==> src/rtl/fetch_stage.sv <==
// Instruction fetch stage: one outstanding imem request, a 1-entry skid buffer
// behind the IF/ID register, and a drain state that discards a stale fetch after a redirect.
module fetch_stage #(
    parameter logic [31:0] RESET_PC = 32'h0000_0000
) (
    input  logic        clk,
    input  logic        rst,
    input  logic        stall,
    input  logic        redirect,
    input  logic [31:0] redirect_pc,
    output logic        imem_req,
    output logic [31:0] imem_addr,
    input  logic        imem_ack,
    input  logic [31:0] imem_rdata,
    output logic        if_id_valid,
    output logic [31:0] if_id_instr,
    output logic [31:0] if_id_pc,
    output logic [31:0] if_id_pc4,
    output logic [6:0]  if_id_opcode
);

    typedef enum logic [1:0] {StFetch, StHold, StDrain} state_t;

    state_t      state;
    logic [31:0] pc;
    logic [31:0] tgt;
    logic [31:0] skid_pc;
    logic [31:0] skid_instr;
    logic        skid_valid;

    // pc only moves on ack or from HOLD, so the address stays put while a request is pending
    assign imem_req     = (state != StHold);
    assign imem_addr    = pc;
    assign if_id_opcode = if_id_instr[6:0];

    always_ff @(posedge clk) begin
        if (rst) begin
            state       <= StFetch;
            pc          <= RESET_PC;
            tgt         <= 32'h0;
            skid_valid  <= 1'b0;
            skid_pc     <= 32'h0;
            skid_instr  <= 32'h0;
            if_id_valid <= 1'b0;
            if_id_instr <= 32'h0;
            if_id_pc    <= 32'h0;
            if_id_pc4   <= 32'h0;
        end else if (redirect) begin
            if_id_valid <= 1'b0;
            skid_valid  <= 1'b0;
            unique case (state)
                StFetch: begin
                    if (imem_ack) begin
                        pc <= redirect_pc;
                    end else begin
                        tgt   <= redirect_pc;
                        state <= StDrain;
                    end
                end
                StHold: begin
                    pc    <= redirect_pc;
                    state <= StFetch;
                end
                StDrain: begin
                    // Stale request completes this edge, so the newest target can go out directly
                    if (imem_ack) begin
                        pc    <= redirect_pc;
                        state <= StFetch;
                    end else begin
                        tgt <= redirect_pc;
                    end
                end
                default: state <= StFetch;
            endcase
        end else begin
            unique case (state)
                StFetch: begin
                    if (imem_ack) begin
                        pc <= pc + 32'd4;
                        if (stall && if_id_valid) begin
                            skid_valid <= 1'b1;
                            skid_pc    <= pc;
                            skid_instr <= imem_rdata;
                            state      <= StHold;
                        end else begin
                            if_id_valid <= 1'b1;
                            if_id_instr <= imem_rdata;
                            if_id_pc    <= pc;
                            if_id_pc4   <= pc + 32'd4;
                        end
                    end else if (!stall || !if_id_valid) begin
                        if_id_valid <= 1'b0;
                    end
                end
                StHold: begin
                    if (!stall) begin
                        if_id_valid <= skid_valid;
                        if_id_instr <= skid_instr;
                        if_id_pc    <= skid_pc;
                        if_id_pc4   <= skid_pc + 32'd4;
                        skid_valid  <= 1'b0;
                        state       <= StFetch;
                    end
                end
                StDrain: begin
                    if (imem_ack) begin
                        pc    <= tgt;
                        state <= StFetch;
                    end
                end
                default: state <= StFetch;
            endcase
        end
    end

endmodule

==> config.mk <==
export PLATFORM = sky130hd
export DESIGN_NAME = fetch_stage
export DESIGN_NICKNAME = d
export VERILOG_FILES = /design/src/rtl/fetch_stage.sv
export SDC_FILE = /design/constraint.sdc
export NUM_CORES = 1
export LEC_CHECK = 0
export BUFFER_PORTS_ARGS = -buffer_cell sky130_fd_sc_hd__buf_2
export CAP_MARGIN = 10
export CORE_ASPECT_RATIO = 0.5
export CORE_UTILIZATION = 40
export DETAILED_ROUTE_END_ITERATION = 6
export PLACE_DENSITY = 0.65
export REMOVE_ABC_BUFFERS = 1
export SLEW_MARGIN = 5
export SYNTH_ARGS = -nofsm -noshare
export SYNTH_HDL_FRONTEND = slang
export SYNTH_SLANG_ARGS = --single-unit
==> constraint.sdc <==
create_clock -name clk -period 2.9 [get_ports clk]
set_input_delay 0.435 -clock clk [delete_from_list [all_inputs] [get_ports clk]]
set_output_delay 0.435 -clock clk [all_outputs]
set_load 0.05 [all_outputs]
==> metrics.cfg, run 1 <==
[outcome]
outcome = complete, no violations

[sta]
fmax_mhz = 380
timing_hold_violations_final = 0
period_needed_ns = 2.63
worstMarginPinSlew_ns = 0.807
setup_viol = 0
drv_slew = 0
fin_tns_setup_ns = 0
setup_slack_ns = 0.268
rsz0062_at_grt = false
period_share_pct = 90.8
finClkSkew_ns = 0.0341
relSlewSlack_pct = 46.1

[clocking]
holdBufCountCts = 0
post_cts_buffers = 0
cts_num_sinks = 226
ctsRootBufferMaster = clkbuf_16
htreeDepth = 1
cts_resized = 0
cts_tree = done
numCtsBuffers = 22
ctsLongestPathBuffers = 3
clk-insertion-delay-late_ns = 0.54
path_clk_slew_ns = 0.06

[die]
die_x_um = 233
start_util_pct = 41.5
rows = 41
die_area_mm2 = 0.0273
core_mm2 = 0.0256
die_y_um = 117
ios = 206

[run]
maxCapViolCount = 0

[setup_path]
crit_fanout = 91
worst-setup-path-type = reg -> out
crit_path_end_kind = output port
crit_required_ns = 2.47
cp_slowest_cell = dfxtp_1
cp_slowest_stage_delay_ns = 0.69
critical_path_arrival_ns = 2.20
path_cells = nor2b_4, clkinv_2, buf_12, buf_2
cp-start-kind = flip-flop

[power]
power_mw = 7.72
p_per_area_mw_per_mm2 = 607
internal_power_mw = 5.44
clockPowerShare_pct = 41.6
switching_share_pct = 29.5
irDropWorstVdd_v = 0.000426
p_sw_mw = 2.28
pwr-share-seq_pct = 43.3
pwr-share-comb_pct = 15.1
p_leak_nw = 5.04

[placed_design]
place_hpwl_um = 23900
place_worst_setup_slack_ns = 0.585
portBuffers = 205
gp_congestion = 0.928

[synth]
ys.warnings.count = 0
syn-cell-area_mm2 = 0.0106
synth-edff-count = 0
synth_cells = 1424
ys_types = 60
synth_seq_cells = 226
ys_seq_area_share_pct = 42.5
yosysTopAreaCell = dfxtp_1
yosysMostFrequentCell = nand2_1
synth_ff_type = dfxtp_1
synth_common_cells = nand2_1, dfxtp_1, a21oi_1
netlist_top_cells_area = dfxtp_1, nand2_1, a21oi_1
syn_area_per_cell_um2 = 7.48
synthArstFlopShare_pct = 0
synth_top_area_share_pct = 42.5

[final_layout]
area_growth_pct = 19.5
layout-drive-gt1-share_pct = 18.9
diodes = 0
fin_nets = 1628

[route]
detail_route.iter0.violations = 1091
dr.pass1.iters = 5
vias_per_cell = 5.61
ant_nets = 0
avgRoutedWirePerCell_um = 18.7
wl_um = 35900
num_vias = 10800
route.detailed.drc = 0

[worst_hold_path]
hold_path.class = in -> reg

[grt]
grt_pass1_vias = 9831
antenna_found_initial = 1
grt_max_degree = 145
grt_use_total_pct = 25.8
gr-total-overflow = 0
grt_pass1_wl_um = 56100

==> worst max-delay path, delay by kind of cell, from the launching register on <==
kind	cells	cell delay, ns
flops	1	0.69
buf+inv	3	0.63
simple gates	1	0.32
==> power by group through the flow <==
| stage | Combinational, mW | Clock (mW) | Sequential (mW) |
|---|---|---|---|
| 2_1_floorplan | 0.348 | 0 | 3.80 |
| 3_3_place_gp | 1.15 | 0 | 3.41 |
| 3_5_place_dp | 1.16 | 0 | 3.42 |
| 4_1_cts | 1.16 | 3.27 | 3.35 |
| 5_1_grt | 1.24 | 3.41 | 3.36 |
| 6_report | 1.16 | 3.21 | 3.35 |
==> cell families after synthesis <==
family | synth area share, %
fa+ha+maj | 0.235
simple gates | 26.5
mux | 1.03
compound gates | 19.7
buf+inv | 5.84
xor+xnor | 4.20
flops | 42.5
==> layout make-up <==
cell class | instances | area [µm²]
multi-input combinational | 1050 | 5540
tap | 344 | 430
inverter | 14 | 53.8
fill | 2524 | 12900
clock buffer | 27 | 589
timing repair buffer | 243 | 1380
clock inverter | 13 | 201
sequential | 226 | 4520
==> state kept, by name, indices dropped and copies added (netlist names) <==
signal and cells:
if_id_pc 32, skid_instr 32, if_id_pc4 30, if_id_instr 32, if_id_valid 1, state 2
skid_pc 32, tgt 32, skid_valid 1, imem_addr 32
==> path summary, 6_finish.rpt <==
| kind | from | endpoint | slack, ns | cells past startpoint |
|---|---|---|---|---|
| max | state[0] | imem_req | 0.27 | 4 |
| min | redirect_pc[15] | tgt[15] | 0.15 | 3 |
| max reg2reg | imem_addr[2] | if_id_pc4[18] | 0.52 | 7 |
| min reg2reg | tgt[30] | tgt[30] | 0.45 | 2 |
==> layout by cell type (no fill, tap or decap), drive strengths merged, types with 24 or more instances in the layout <==
cell	instances
clkbuf	27
a311oi	64
nand3	48
and3	24
buf	243
nor3	26
o21ai	58
dfxtp	226
nand2	401
nor2	112
a21oi	139
xnor2	30
==> through the flow <==
| stage | instance area, µm² | std cells | util (%) | hold WS (ns) |
|---|---|---|---|---|
| 6_report | 12700 | 1917 | 49.6 | 0.147 |
| 3_3_place_gp | 11900 | 1877 | 46.5 | 0.439 |
| 5_1_grt | 12700 | 1917 | 49.6 | 0.136 |
| 3_5_place_dp | 11900 | 1877 | 46.5 | 0.443 |
| 2_1_floorplan | 10100 | 1290 | - | 0.426 |
| 4_1_cts | 12700 | 1917 | 49.6 | 0.127 |
==> per-layer routing <==
metal  part of all wire, %  vias to the layer above  routed length (µm)  track usage (%)
li1                      -                     5172                   -                -
met1                    45                     5104               16100             36.1
met2                    46                      427               16400             41.0
met3                   7.2                       51                2600             4.43
met4                   2.0                        0                 715             5.96
met5                     0                        -                   0                0
(Power assumes the default switching activity.)
==> inputs of run 2 (changes only) <==
--- a/config.mk
+++ b/config.mk
@@ -10,6 +10,7 @@
 export CORE_ASPECT_RATIO = 0.5
 export CORE_UTILIZATION = 40
 export DETAILED_ROUTE_END_ITERATION = 6
+export MAX_ROUTING_LAYER = met4
 export PLACE_DENSITY = 0.65
 export REMOVE_ABC_BUFFERS = 1
 export SLEW_MARGIN = 5
==> metrics.cfg, run 2 (synthesis gave the netlist of run 1 again) <==
[outcome]
outcome = complete, no violations

[final_layout]
ff_latch_area_mm2 = 0.00452
layout-drive-gt1-share_pct = 18.8
post-route-util_pct = 49.3
diodes = 0
fin_nets = 1633
fillers = 2582
final_cell_count_no_fill = 1920
area_growth_pct = 18.7
final_cell_mix = nand2_1, dfxtp_1, buf_2, a21oi_1, nor2_1
multi_input_area_mm2 = 0.00554
final_common_cell = nand2_1

[power]
power_mw = 7.38
internal_power_mw = 5.14
p_leak_nw = 5.01
switching_share_pct = 30.4
irDropWorstVdd_v = 0.000417
pwr-share-seq_pct = 45.4
pwr-share-comb_pct = 15.8
p_per_area_mw_per_mm2 = 584
clockPowerShare_pct = 38.8
p_sw_mw = 2.25

[route]
ant_nets = 0
dr.pass1.iters = 5
route.detailed.drc = 0
avgRoutedWirePerCell_um = 18.9
detail_route.iter0.violations = 1079
wl_um = 36200
num_vias = 10700
vias_per_cell = 5.59

[placed_design]
gp_congestion = 0.963
place_hpwl_um = 24500
portBuffers = 205
dp.cells = 1881
place_worst_setup_slack_ns = 0.579

[sta]
rsz0062_at_grt = false
timing_hold_violations_final = 0
finClkSkew_ns = 0.0236
period_share_pct = 91.6
setup_viol = 0
period_needed_ns = 2.66
relSlewSlack_pct = 47.2
drv_slew = 0
setup_slack_ns = 0.243
fmax_mhz = 376
worstMarginPinSlew_ns = 0.790
hold_ws_ns = 0.152

[clocking]
cts_resized = 0
ctsRootBufferMaster = clkbuf_16
cts_tree = done
post_cts_buffers = 0
clk-insertion-delay-late_ns = 0.53
numCtsBuffers = 23
htreeDepth = 1
cts_num_sinks = 226
path_clk_slew_ns = 0.06
ctsLongestPathBuffers = 3
holdBufCountCts = 0

[setup_path]
crit_fanout = 91
r2r_start = state[0]
critical_path_arrival_ns = 2.22
crit_path_end_kind = output port
reg2reg_to = if_id_pc4[18]
r2r_slack_ns = 0.52
reg2reg_depth = 6
worst-setup-path-type = reg -> out
crit_required_ns = 2.47
crit_start = state[0]
cp-start-kind = flip-flop

[die]
core_mm2 = 0.0256
ios = 206
die_x_um = 233
rows = 41
die_y_um = 117
die_area_mm2 = 0.0273
start_util_pct = 41.5

[worst_hold_path]
hold_path.class = in -> reg
hold-path-endpoint = tgt[19]
hold_depth = 3
hold_start = redirect_pc[19]

[grt]
antenna_found_initial = 0
grt_use_total_pct = 26.5
grt_max_degree = 112
grt_pass1_vias = 9659
grt_pass1_wl_um = 56100
gr-total-overflow = 0

[run]
maxCapViolCount = 0

-- run 2: area by class of cell --
class,instances,share of cell area (%)
Inverter,14,0.426
Clock inverter,4,0.188
Sequential cell,226,35.8
Multi-Input combinational cell,1050,43.8
Tap cell,344,3.40
Timing Repair Buffer,247,11.1
Clock buffer,35,5.30
-- run 2: power groups by stage --
| stage | Combinational, mW | Clock (mW) | Sequential [mW] |
|---|---|---|---|
| 2_1_floorplan | 0.348 | 0 | 3.80 |
| 3_3_place_gp | 1.15 | 0 | 3.41 |
| 3_5_place_dp | 1.16 | 0 | 3.42 |
| 4_1_cts | 1.16 | 2.92 | 3.35 |
| 5_1_grt | 1.24 | 3.06 | 3.36 |
| 6_report | 1.17 | 2.87 | 3.35 |
-- run 2: worst max path at each step --
stage                     slack [ns]            end  depth (start not counted)
after floorplan                -5.49  imem_addr[15]                          6
after global placement          0.55  if_id_pc4[13]                          5
after detailed placement        0.58  if_id_pc4[13]                          5
after CTS                       0.22       imem_req                          4
after global routing            0.17       imem_req                          4
final                           0.24       imem_req                          4
-- run 2: metal layers --
metal	up-vias	part of all wire, %	global-route usage (%)
met5	-	0	-
met4	0	2.3	6.33
met3	60	7.2	4.72
met2	372	45	40.5
met1	5121	45	36.3
li1	5179	-	-
-- run 2: metrics by stage --
stage                     area (µm²)  setup TNS [ns]
after floorplan                10100         -570.58
after global placement         11900               0
after detailed placement       11900               0
after CTS                      12600               0
after global routing           12600               0
final                          12600               0
-- run 2: critical path, cell delays in order (launching register included) --
cell and delay (ns):
dfxtp_1 0.70, nor2b_4 0.33, clkinv_2 0.11, buf_12 0.19, buf_2 0.28
==> inputs of run 3 (changes only) <==
--- a/config.mk
+++ b/config.mk
@@ -9,9 +9,10 @@
 export CAP_MARGIN = 10
 export CORE_ASPECT_RATIO = 0.5
 export CORE_UTILIZATION = 40
+export CTS_CLUSTER_SIZE = 10
 export DETAILED_ROUTE_END_ITERATION = 6
 export MAX_ROUTING_LAYER = met4
-export PLACE_DENSITY = 0.65
+export PLACE_DENSITY_LB_ADDON = 0.2
 export REMOVE_ABC_BUFFERS = 1
 export SLEW_MARGIN = 5
 export SYNTH_ARGS = -nofsm -noshare
==> constraint.sdc (replaced) <==
create_clock -name clk -period 2.7 [get_ports clk]
set_input_delay 0.405 -clock clk [delete_from_list [all_inputs] [get_ports clk]]
set_output_delay 0.405 -clock clk [all_outputs]
set_load 0.05 [all_outputs]
==> metrics.cfg, run 3 (synthesis gave the netlist of run 1 again) <==
[placed_design]
place_hpwl_um = 24400
dp.cells = 1895
gp_congestion = 0.914
placedInstanceArea_mm2 = 0.0121
place_worst_setup_slack_ns = 0.311
portBuffers = 205

[route]
detail_route.iter0.violations = 1048
dr.pass1.iters = 5
num_vias = 10700
wl_um = 36000
avgRoutedWirePerCell_um = 18.7
vias_per_cell = 5.59
route.detailed.drc = 0
ant_nets = 0

[power]
p_leak_nw = 5.09
irDropWorstVdd_v = 0.000393
p_per_area_mw_per_mm2 = 622

[final_layout]
diodes = 0
final_cell_mix = nand2_1, dfxtp_1, buf_2, a21oi_1, nor2_1
final_common_cell = nand2_1
final_cell_count_no_fill = 1924
area_growth_pct = 20.0
fin_nets = 1650
fillers = 2549
design_area_mm2 = 0.0128
layout-drive-gt1-share_pct = 19.4

[clocking]
htreeDepth = 1
path_clk_slew_ns = 0.06
clk-insertion-delay-late_ns = 0.54
cts_resized = 0
ctsRootBufferMaster = clkbuf_16
holdBufCountCts = 0
ctsLongestPathBuffers = 3
cts_tree = done
post_cts_buffers = 0
cts_num_sinks = 226
numCtsBuffers = 26

[sta]
drv_slew = 0
timing_hold_violations_final = 0
period_share_pct = 96.4
rsz0062_at_grt = false
fmax_mhz = 384
finClkSkew_ns = 0.0127
worstMarginPinSlew_ns = 1.12
relSlewSlack_pct = 25.1
period_needed_ns = 2.60
setup_slack_ns = 0.0984
setup_viol = 0

[grt]
grt_max_degree = 92
grt_use_total_pct = 26.6
antenna_found_initial = 0
grt_pass1_wl_um = 56200
grt_pass1_vias = 9880
gr-total-overflow = 0

[outcome]
outcome = complete, no violations

[worst_hold_path]
hold_start = redirect_pc[19]
hold-path-endpoint = tgt[19]
hold_path.class = in -> reg
hold_depth = 3

[setup_path]
r2r_start = state[0]
crit_fanout = 91
crit_required_ns = 2.30
reg2reg_depth = 4
crit_path_end_kind = output port
reg2reg_to = if_id_pc4[11]
r2r_slack_ns = 0.31
worst-setup-path-type = reg -> out
cp-start-kind = flip-flop
critical_path_arrival_ns = 2.20

[die]
die_area_mm2 = 0.0273
die_y_um = 117
core_mm2 = 0.0256
rows = 41
start_util_pct = 41.5
ios = 206
die_x_um = 233

[run]
maxCapViolCount = 0

==> run 3: changes by cell type in the layout (fill, tap and decap cells not counted) <==
cell / before / now
buf_4: 38 / 48
clkbuf_16: 23 / 26
inv_6: 1 / 0
clkinv_8: 0 / 1
clkinv_2: 4 / 2
buf_12: 4 / 8
clkbuf_1: 7 / 1
clkbuf_8: 5 / 0
==> run 3: cell type report <==
cell class / instances / area (µm²) / share of cell area, %
Tap cell: 344 / 430 / 3.37
Multi-Input combinational cell: 1050 / 5540 / 43.4
Inverter: 14 / 53.8 / 0.421
Clock inverter: 2 / 21.3 / 0.166
Timing Repair Buffer: 261 / 1550 / 12.1
Clock buffer: 27 / 654 / 5.12
Sequential cell: 226 / 4520 / 35.4
==> run 3: worst max-delay path, stage by stage (launching register included) <==
cell	delay (ns)
dfxtp_1	0.69
nor2b_4	0.31
clkinv_2	0.11
buf_12	0.25
buf_2	0.27
==> run 3: power breakdown <==
part	total [mW]	leakage [nW]	internal (mW)	switching, mW
Clock	3.08	0.332	1.70	1.37
Combinational	1.29	2.91	0.356	0.939
Sequential	3.58	1.84	3.48	0.104
==> run 3: how the worst max path moves through the flow <==
stage                     startpoint            end  slack [ns]  depth (start not counted)
final                       state[0]       imem_req         0.1                          4
after CTS                   state[0]       imem_req        0.08                          4
after global routing        state[0]       imem_req        0.01                          4
after floorplan             state[0]  imem_addr[15]       -5.69                          6
after detailed placement    state[0]  if_id_pc4[11]        0.31                          4
after global placement      state[0]  if_id_pc4[11]        0.39                          4
==> run 3: layer usage <==
metal / vias up / share of wire (%) / track usage, %
li1: 5197 / - / -
met4: 0 / 2.6 / 7.03
met1: 5119 / 46 / 37.1
met5: - / 0 / -
met3: 73 / 6.0 / 4.09
met2: 359 / 45 / 40.0
==> run 3: metrics by stage <==
stage / util (%) / hold slack, ns / TNS (ns) / total power, mW
global route: 49.8 / 0.0957 / 0 / 8.27
CTS: 49.8 / 0.0905 / 0 / 8.02
detailed placement: 47.2 / 0.440 / 0 / 4.94
finish: 49.8 / 0.116 / 0 / 7.95
global placement: 47.2 / 0.438 / 0 / 4.93
floorplan: - / 0.426 / -608.55 / 4.45
